## src/rtl/psx_pad_poller.sv

```systemverilog
// -----------------------------------------------------------------------------
// psx_pad_poller
//
// Single-clock poller for a DualShock/PSX pad. The pad's SPI-like clock is
// built from a clock-enable sequencer running in the pixel clock domain.
// There is no derived clock. Every POLL_CYCLES clocks a 5-byte frame is
// exchanged. TX bytes are 01 42 00 00 00, sent LSB first. The 16 button bits
// are published active-high, together with the pad ID byte and a connected
// flag.
//
// Handshake/timing contract with the pad:
//   pad_cs is driven low for the whole frame. pad_mosi changes together with
//   the falling edge of pad_clk. pad_miso is sampled on the pixel-clock edge
//   that raises pad_clk, so the pad has a full half period to present each
//   bit after pad_clk falls. The pad ACK line is not used. The inter-byte gap
//   of GAP_HALVES half periods absorbs the pad's ACK delay.
//
// Ports
//   Clk        in   pixel clock, all logic on posedge
//   Reset      in   synchronous, active-high; aborts any frame in progress
//   poll_en    in   1 = start frames when the poll period expires
//   pad_clk    out  pad clock, idles high
//   pad_cs     out  pad select, active-low
//   pad_mosi   out  command data, LSB first, idles high
//   pad_miso   in   pad response data
//   buttons    out  pressed=1, {~rx byte4, ~rx byte3}
//   pad_id     out  rx byte1 of the last good frame
//   connected  out  1 = last frame returned 0x5A in byte2
//   frame_done out  one-cycle pulse at the end of every frame
//   dbg_state  out  current sequencer state (state_t encoding)
// -----------------------------------------------------------------------------
module psx_pad_poller #(
  parameter int SCLK_HALF    = 50,
  parameter int SETUP_HALVES = 2,
  parameter int GAP_HALVES   = 4,
  parameter int POLL_CYCLES  = 420000
) (
  input  logic        Clk,
  input  logic        Reset,
  input  logic        poll_en,
  output logic        pad_clk,
  output logic        pad_cs,
  output logic        pad_mosi,
  input  logic        pad_miso,
  output logic [15:0] buttons,
  output logic [7:0]  pad_id,
  output logic        connected,
  output logic        frame_done,
  output logic [2:0]  dbg_state
);

  // ---------------------------------------------------------------------------
  // Widths and limits
  // ---------------------------------------------------------------------------
  localparam int HC_W     = (SCLK_HALF > 1) ? $clog2(SCLK_HALF) : 1;
  localparam int PER_W    = (POLL_CYCLES > 1) ? $clog2(POLL_CYCLES) : 1;
  localparam int HALF_MAX = (SETUP_HALVES > GAP_HALVES) ? SETUP_HALVES : GAP_HALVES;
  localparam int HV_W     = (HALF_MAX > 1) ? $clog2(HALF_MAX) : 1;

  localparam logic [HC_W-1:0]  HC_LAST    = HC_W'(SCLK_HALF - 1);
  localparam logic [PER_W-1:0] PER_LAST   = PER_W'(POLL_CYCLES - 1);
  localparam logic [HV_W-1:0]  SETUP_LAST = HV_W'(SETUP_HALVES - 1);
  localparam logic [HV_W-1:0]  GAP_LAST   = HV_W'(GAP_HALVES - 1);

  typedef enum logic [2:0] {
    S_IDLE  = 3'd0,
    S_SETUP = 3'd1,
    S_LOW   = 3'd2,
    S_HIGH  = 3'd3,
    S_GAP   = 3'd4,
    S_HOLD  = 3'd5
  } state_t;

  // Command bytes: 0x01 = address the pad, 0x42 = poll, then three idle bytes.
  function automatic logic [7:0] tx_byte(input logic [2:0] idx);
    logic [7:0] b;
    case (idx)
      3'd0:    b = 8'h01;
      3'd1:    b = 8'h42;
      default: b = 8'h00;
    endcase
    return b;
  endfunction

  // ---------------------------------------------------------------------------
  // State
  // ---------------------------------------------------------------------------
  state_t           state_q,    state_d;
  logic [HC_W-1:0]  hc_q,       hc_d;
  logic [HV_W-1:0]  half_q,     half_d;
  logic [2:0]       byte_q,     byte_d;
  logic [2:0]       bit_q,      bit_d;
  logic [PER_W-1:0] period_q,   period_d;
  logic [7:0]       rx_sr_q,    rx_sr_d;
  logic [7:0]       rx1_q,      rx1_d;
  logic [7:0]       rx2_q,      rx2_d;
  logic [7:0]       rx3_q,      rx3_d;
  logic [7:0]       rx4_q,      rx4_d;
  logic             pad_clk_q,  pad_clk_d;
  logic             pad_cs_q,   pad_cs_d;
  logic             pad_mosi_q, pad_mosi_d;
  logic [15:0]      buttons_q,  buttons_d;
  logic [7:0]       pad_id_q,   pad_id_d;
  logic             conn_q,     conn_d;
  logic             done_q,     done_d;

  logic             tick;
  logic             start;
  logic             enter_low;
  logic [7:0]       tx_sel;

  assign tick  = (hc_q == HC_LAST);
  assign start = (state_q == S_IDLE) && (period_q == '0) && poll_en;

  // ---------------------------------------------------------------------------
  // Next-state and output logic
  // ---------------------------------------------------------------------------
  always_comb begin
    state_d    = state_q;
    hc_d       = hc_q;
    half_d     = half_q;
    byte_d     = byte_q;
    bit_d      = bit_q;
    period_d   = period_q;
    rx_sr_d    = rx_sr_q;
    rx1_d      = rx1_q;
    rx2_d      = rx2_q;
    rx3_d      = rx3_q;
    rx4_d      = rx4_q;
    pad_clk_d  = pad_clk_q;
    pad_cs_d   = pad_cs_q;
    pad_mosi_d = pad_mosi_q;
    buttons_d  = buttons_q;
    pad_id_d   = pad_id_q;
    conn_d     = conn_q;
    done_d     = 1'b0;
    enter_low  = 1'b0;
    tx_sel     = 8'h00;

    // Half-period timer runs only inside a frame; it is parked at 0 in IDLE
    // so the first half period after the start is full length.
    if (state_q == S_IDLE) begin
      hc_d = '0;
    end else if (tick) begin
      hc_d = '0;
    end else begin
      hc_d = hc_q + 1'b1;
    end

    // Poll period: reload on a frame start, otherwise count down and stick
    // at 0. A period that expires mid-frame is then honoured on the first
    // IDLE cycle.
    if (start) begin
      period_d = PER_LAST;
    end else if (period_q != '0) begin
      period_d = period_q - 1'b1;
    end

    case (state_q)
      S_IDLE: begin
        pad_cs_d   = 1'b1;
        pad_clk_d  = 1'b1;
        pad_mosi_d = 1'b1;
        if (start) begin
          pad_cs_d = 1'b0;
          byte_d   = 3'd0;
          bit_d    = 3'd0;
          half_d   = '0;
          state_d  = S_SETUP;
        end
      end

      S_SETUP: begin
        if (tick) begin
          if (half_q == SETUP_LAST) begin
            half_d    = '0;
            enter_low = 1'b1;
          end else begin
            half_d = half_q + 1'b1;
          end
        end
      end

      S_LOW: begin
        if (tick) begin
          // Rising pad_clk: capture the pad's bit, LSB first.
          pad_clk_d = 1'b1;
          rx_sr_d   = {pad_miso, rx_sr_q[7:1]};
          state_d   = S_HIGH;
        end
      end

      S_HIGH: begin
        if (tick) begin
          if (bit_q != 3'd7) begin
            bit_d     = bit_q + 3'd1;
            enter_low = 1'b1;
          end else begin
            // rx_sr already holds all 8 bits; byte 0 carries nothing useful.
            case (byte_q)
              3'd1:    rx1_d = rx_sr_q;
              3'd2:    rx2_d = rx_sr_q;
              3'd3:    rx3_d = rx_sr_q;
              3'd4:    rx4_d = rx_sr_q;
              default: ;
            endcase
            if (byte_q != 3'd4) begin
              half_d     = '0;
              pad_mosi_d = 1'b1;
              state_d    = S_GAP;
            end else begin
              state_d = S_HOLD;
            end
          end
        end
      end

      S_GAP: begin
        pad_clk_d  = 1'b1;
        pad_mosi_d = 1'b1;
        if (tick) begin
          if (half_q == GAP_LAST) begin
            half_d    = '0;
            byte_d    = byte_q + 3'd1;
            bit_d     = 3'd0;
            enter_low = 1'b1;
          end else begin
            half_d = half_q + 1'b1;
          end
        end
      end

      S_HOLD: begin
        if (tick) begin
          pad_cs_d = 1'b1;
          done_d   = 1'b1;
          state_d  = S_IDLE;
          // All result outputs change on the same edge as frame_done.
          if (rx2_q == 8'h5A) begin
            buttons_d = ~{rx4_q, rx3_q};
            pad_id_d  = rx1_q;
            conn_d    = 1'b1;
          end else begin
            buttons_d = 16'h0000;
            conn_d    = 1'b0;
          end
        end
      end

      default: begin
        state_d = S_IDLE;
      end
    endcase

    // Falling pad_clk and the next command bit leave together, after the
    // counters have been updated for the bit about to be sent.
    if (enter_low) begin
      tx_sel     = tx_byte(byte_d);
      pad_clk_d  = 1'b0;
      pad_mosi_d = tx_sel[bit_d];
      state_d    = S_LOW;
    end
  end

  // ---------------------------------------------------------------------------
  // Registers
  // ---------------------------------------------------------------------------
  always_ff @(posedge Clk) begin
    if (Reset) begin
      state_q    <= S_IDLE;
      hc_q       <= '0;
      half_q     <= '0;
      byte_q     <= 3'd0;
      bit_q      <= 3'd0;
      period_q   <= PER_LAST;
      rx_sr_q    <= 8'h00;
      rx1_q      <= 8'h00;
      rx2_q      <= 8'h00;
      rx3_q      <= 8'h00;
      rx4_q      <= 8'h00;
      pad_clk_q  <= 1'b1;
      pad_cs_q   <= 1'b1;
      pad_mosi_q <= 1'b1;
      buttons_q  <= 16'h0000;
      pad_id_q   <= 8'h00;
      conn_q     <= 1'b0;
      done_q     <= 1'b0;
    end else begin
      state_q    <= state_d;
      hc_q       <= hc_d;
      half_q     <= half_d;
      byte_q     <= byte_d;
      bit_q      <= bit_d;
      period_q   <= period_d;
      rx_sr_q    <= rx_sr_d;
      rx1_q      <= rx1_d;
      rx2_q      <= rx2_d;
      rx3_q      <= rx3_d;
      rx4_q      <= rx4_d;
      pad_clk_q  <= pad_clk_d;
      pad_cs_q   <= pad_cs_d;
      pad_mosi_q <= pad_mosi_d;
      buttons_q  <= buttons_d;
      pad_id_q   <= pad_id_d;
      conn_q     <= conn_d;
      done_q     <= done_d;
    end
  end

  assign pad_clk    = pad_clk_q;
  assign pad_cs     = pad_cs_q;
  assign pad_mosi   = pad_mosi_q;
  assign buttons    = buttons_q;
  assign pad_id     = pad_id_q;
  assign connected  = conn_q;
  assign frame_done = done_q;
  assign dbg_state  = state_q;

endmodule

```

## config.mk

```make
export PLATFORM = sky130hd
export DESIGN_NAME = psx_pad_poller
export DESIGN_NICKNAME = d
export VERILOG_FILES = /design/src/rtl/psx_pad_poller.sv
export SDC_FILE = /design/constraint.sdc
export NUM_CORES = 1
export LEC_CHECK = 0
export ABC_AREA = 1
export BUFFER_PORTS_ARGS = -buffer_cell sky130_fd_sc_hd__buf_4
export CORE_ASPECT_RATIO = 0.6
export CORE_MARGIN = 2
export CORE_UTILIZATION = 35
export DETAILED_ROUTE_END_ITERATION = 16
export PLACE_DENSITY = 0.52
export SKIP_LAST_GASP = 1
export SYNTH_ARGS = -nofsm -noshare
export SYNTH_HDL_FRONTEND = slang
export SYNTH_SLANG_ARGS = --single-unit
```

## constraint.sdc

```tcl
create_clock -name Clk -period 2.33 [get_ports Clk]
set_clock_uncertainty 0.2 [all_clocks]
set_input_delay 0.1165 -clock Clk [delete_from_list [all_inputs] [get_ports Clk]]
set_output_delay 0.1165 -clock Clk [all_outputs]
set_load 0.05 [all_outputs]
```

==> impl_metrics.env <==
export IMPL_status="complete, no violations"
export IMPL_cts_tree="done"
export IMPL_max_freq_ghz=0.459
export IMPL_yosysMostFrequentCell="dfxtp_1"
export IMPL_critical_path_class="flop to flop"
export IMPL_start_util_pct=35.6
export IMPL_wirelength_mm=11.0
export IMPL_worst_path_stages=17
export IMPL_path_cells="inv_2 -> ha_4 -> inv_2 -> nor2_4 -> nand3_1 -> nor2_2 -> nand3_2 -> nand2_4 -> nand2_1 -> nand2_1 -> nand2_1 -> a21oi_1 -> nor2_1 -> nand2_1 -> nand2_1 -> nand2_1 -> nand2_1"
export IMPL_numCtsBuffers=9
export IMPL_synthArstFlopShare_pct=0
export IMPL_peakVddDrop_mv=0.400
export IMPL_grt_pass1_vias=3637
export IMPL_synthFlopType="dfxtp_1"
export IMPL_grt_use_total_pct=16.6
export IMPL_port_buffers=35
export IMPL_root_buffer="clkbuf_16"
export IMPL_route_detailed_drc=0
export IMPL_cp_num_buf_inv=2
export IMPL_finish_instance_area_um2=5410
export IMPL_placedInstanceArea_um2=4970
export IMPL_cp_arrival_ns=2.23
export IMPL_path_max_fanout=7
export IMPL_insertion_delay_ns=0.36
export IMPL_critical_path_required_ns=2.38
export IMPL_synth_edf_count=0
export IMPL_cp_slowest_cell="dfxtp_2"
export IMPL_p_sw_w=0.00134
export IMPL_seq_power_share_pct=43.3
export IMPL_slew_headroom_pct=68.0
export IMPL_hpwl_mm=7.74
export IMPL_hold_viol=0
export IMPL_seq_area_frac_synth_pct=46.4
export IMPL_finalNetCount=643
export IMPL_grt_max_degree=49
export IMPL_syn_num_nets=602
export IMPL_n_fill_cell=1291
export IMPL_power_frac_comb_pct=17.0
export IMPL_worstMarginPinSlew_ns=0.476
export IMPL_synth_distinct_cells=41
export IMPL_slew_violations=0
export IMPL_post_drt_wl_per_cell_um=13.8
export IMPL_numPlacedInstances=779
export IMPL_die_w_um=151
export IMPL_postSynthCellCount=585
export IMPL_critPathLaunchType="flop"
export IMPL_route_vias_total=3867
export IMPL_avgViaCountPerCell=4.83
export IMPL_ios=36
export IMPL_ant_nets=0
export IMPL_num_antenna_cells=0
export IMPL_antenna_found_initial=0
export IMPL_syn_avg_cell_area_um2=7.74
export IMPL_clockPowerShare_pct=39.8
export IMPL_final_util_pct=42.5
export IMPL_setup_viol=0
export IMPL_rows=32
export IMPL_period_needed_ns=2.18
export IMPL_reg2reg_depth=17
export IMPL_core_area_um2=12700
export IMPL_synth_top_area_cell="dfxtp_1"
export IMPL_synth_top_area_share_pct=46.4
export IMPL_hold_class="input port to flop"
export IMPL_cap_violations=0
export IMPL_internal_power_w=0.00306
export IMPL_layout_worst_path_cycle_share_pct=93.5
export IMPL_cp_end_kind="flop"
export IMPL_die_area_um2=13900
export IMPL_dieHeight_um=92.1
export IMPL_clock_path_buffers=2
export IMPL_power_w=0.00440
export IMPL_drt_iter0_markers=202
export IMPL_cts_sinks=105
export IMPL_swShare_pct=30.5
export IMPL_cp_top_family="simple AND/OR/NAND/NOR gates"
export IMPL_ys_seq_elements=105
export IMPL_clkTransAtPathRegs_ns=0.08
export IMPL_netlist_top_cells_count="dfxtp_1 (105), nor2_1 (96), a21oi_1 (75), nand2_1 (66), o21ai_0 (64)"
export IMPL_path_common_cell="nand2_1"
export IMPL_drive_gt1_share_pct=17.4
export IMPL_h_tree_depth=3
export IMPL_fin_cells=801
export IMPL_critical_path_max_stage_delay_ns=0.34
export IMPL_power_density_nw_per_um2=814
export IMPL_grt_overflow=0
export IMPL_place_gp_congestion=0.826
export IMPL_syn2layout_area_growth_pct=19.3
export IMPL_syn_area_um2=4530
export IMPL_grt_pass1_wl_mm=18.1
export IMPL_yosysWarnings=0
export IMPL_synth_area_leaders="dfxtp_1 (46%), a21oi_1 (8.3%), nor2_1 (8.0%)"
export IMPL_leakage_nw=2.28
export IMPL_drt_pass1_iterations=4
export IMPL_holdPathStages=6
-- area by class of cell --
class	instances	area (um2)	share of cell area, %
Clock inverter	7	123	2.27
Timing Repair Buffer	48	365	6.76
Clock buffer	9	225	4.17
Multi-Input combinational cell	399	2140	39.5
Tap cell	170	213	3.94
Sequential cell	105	2100	38.9
Inverter	63	239	4.42
-- path summary, 6_finish.rpt --
kind / from / endpoint / slack (ns)
max: period_q[1]$_SDFFE_PP1P_ / pad_mosi$_SDFFE_PP1P_ / 0.15
min: poll_en / pad_cs$_SDFFE_PP1P_ / 0.11
max reg2reg: period_q[1]$_SDFFE_PP1P_ / pad_mosi$_SDFFE_PP1P_ / 0.15
min reg2reg: period_q[0]$_SDFFE_PP1P_ / period_q[0]$_SDFFE_PP1P_ / 0.27
-- metrics by stage --
stage               setup WS (ns)  hold slack (ns)  setup TNS (ns)
global placement            0.181            0.208               0
finish                      0.152            0.105               0
global route              -0.0146            0.177         -0.0278
floorplan                   0.174            0.109               0
CTS                         0.130            0.108               0
detailed placement          0.160            0.218               0
-- power by group through the flow --
stage | clock [W] | combinational [W] | sequential (W)
2_1_floorplan | 0 | 0.000482 | 0.00200
3_3_place_gp | 0 | 0.000708 | 0.00194
3_5_place_dp | 0 | 0.000717 | 0.00194
4_1_cts | 0.00178 | 0.000725 | 0.00190
5_1_grt | 0.00185 | 0.000831 | 0.00191
6_report | 0.00175 | 0.000746 | 0.00190
-- layer usage --
metal | global-route usage [%] | routed length, um | share of wire, % | up-vias
li1 | - | - | - | 2008
met5 | 0 | 0 | 0 | -
met3 | 4.38 | 430 | 3.9 | 10
met4 | 5.37 | 125 | 1.1 | 0
met1 | 24.3 | 5950 | 54 | 1792
met2 | 23.3 | 4510 | 41 | 57
-- logic make-up (layout without fill, tap and decap cells) --
family                   Yosys count  count (layout)  share of synthesized area [%]
AO/OA/AOI/OAI                    155             155                           17.9
XOR/XNOR                           4               4                          0.774
adder cells (fa/ha/maj)           13              13                           3.59
buffers and inverters             81             127                           7.21
flip-flops                       105             105                           46.4
AND/OR/NAND/NOR                  227             227                           24.1
-- state kept, by name, summed over array words and instances, names as in the netlist, 6 cells and up --
name,flops
buttons,16
hc_q,6
pad_id,8
period_q,19
rx1_q,8
rx2_q,8
rx3_q,8
rx4_q,8
rx_sr_q,8
-- cell usage in the layout, fill, tap and decap left out, drive strengths merged, types with 2 or more instances in the layout --
master | Yosys | final
ha | 13 | 13
nand2 | 78 | 78
o211ai | 4 | 4
dlygate4sd3 | 0 | 2
a211oi | 2 | 2
xnor2 | 2 | 2
a31oi | 3 | 3
dfxtp | 105 | 105
clkbuf | 9 | 9
xor2 | 2 | 2
o21ai | 66 | 66
o22ai | 2 | 2
nor3b | 3 | 3
bufinv | 0 | 2
clkinv | 3 | 5
inv | 60 | 62
buf | 9 | 46
nand4 | 6 | 6
nand3 | 20 | 20
a21oi | 75 | 75
nor2 | 108 | 108
nor3 | 8 | 8
-- tightest hold or removal path, stage by stage --
cell and delay (ns):
buf_4 0.11, inv_1 0.09, nor2_2 0.05, nand3_2 0.09, o21ai_0 0.10, nand3_1 0.07
-- what timing repair did --
item	4_1_cts	5_1_grt
setup endpoints to repair	0	4
endpoints found under the hold margin	26	0
gates resized for setup	0	14
buffers inserted	0	4
hold buffers	2	0
Power figures use the tool's default switching activity.
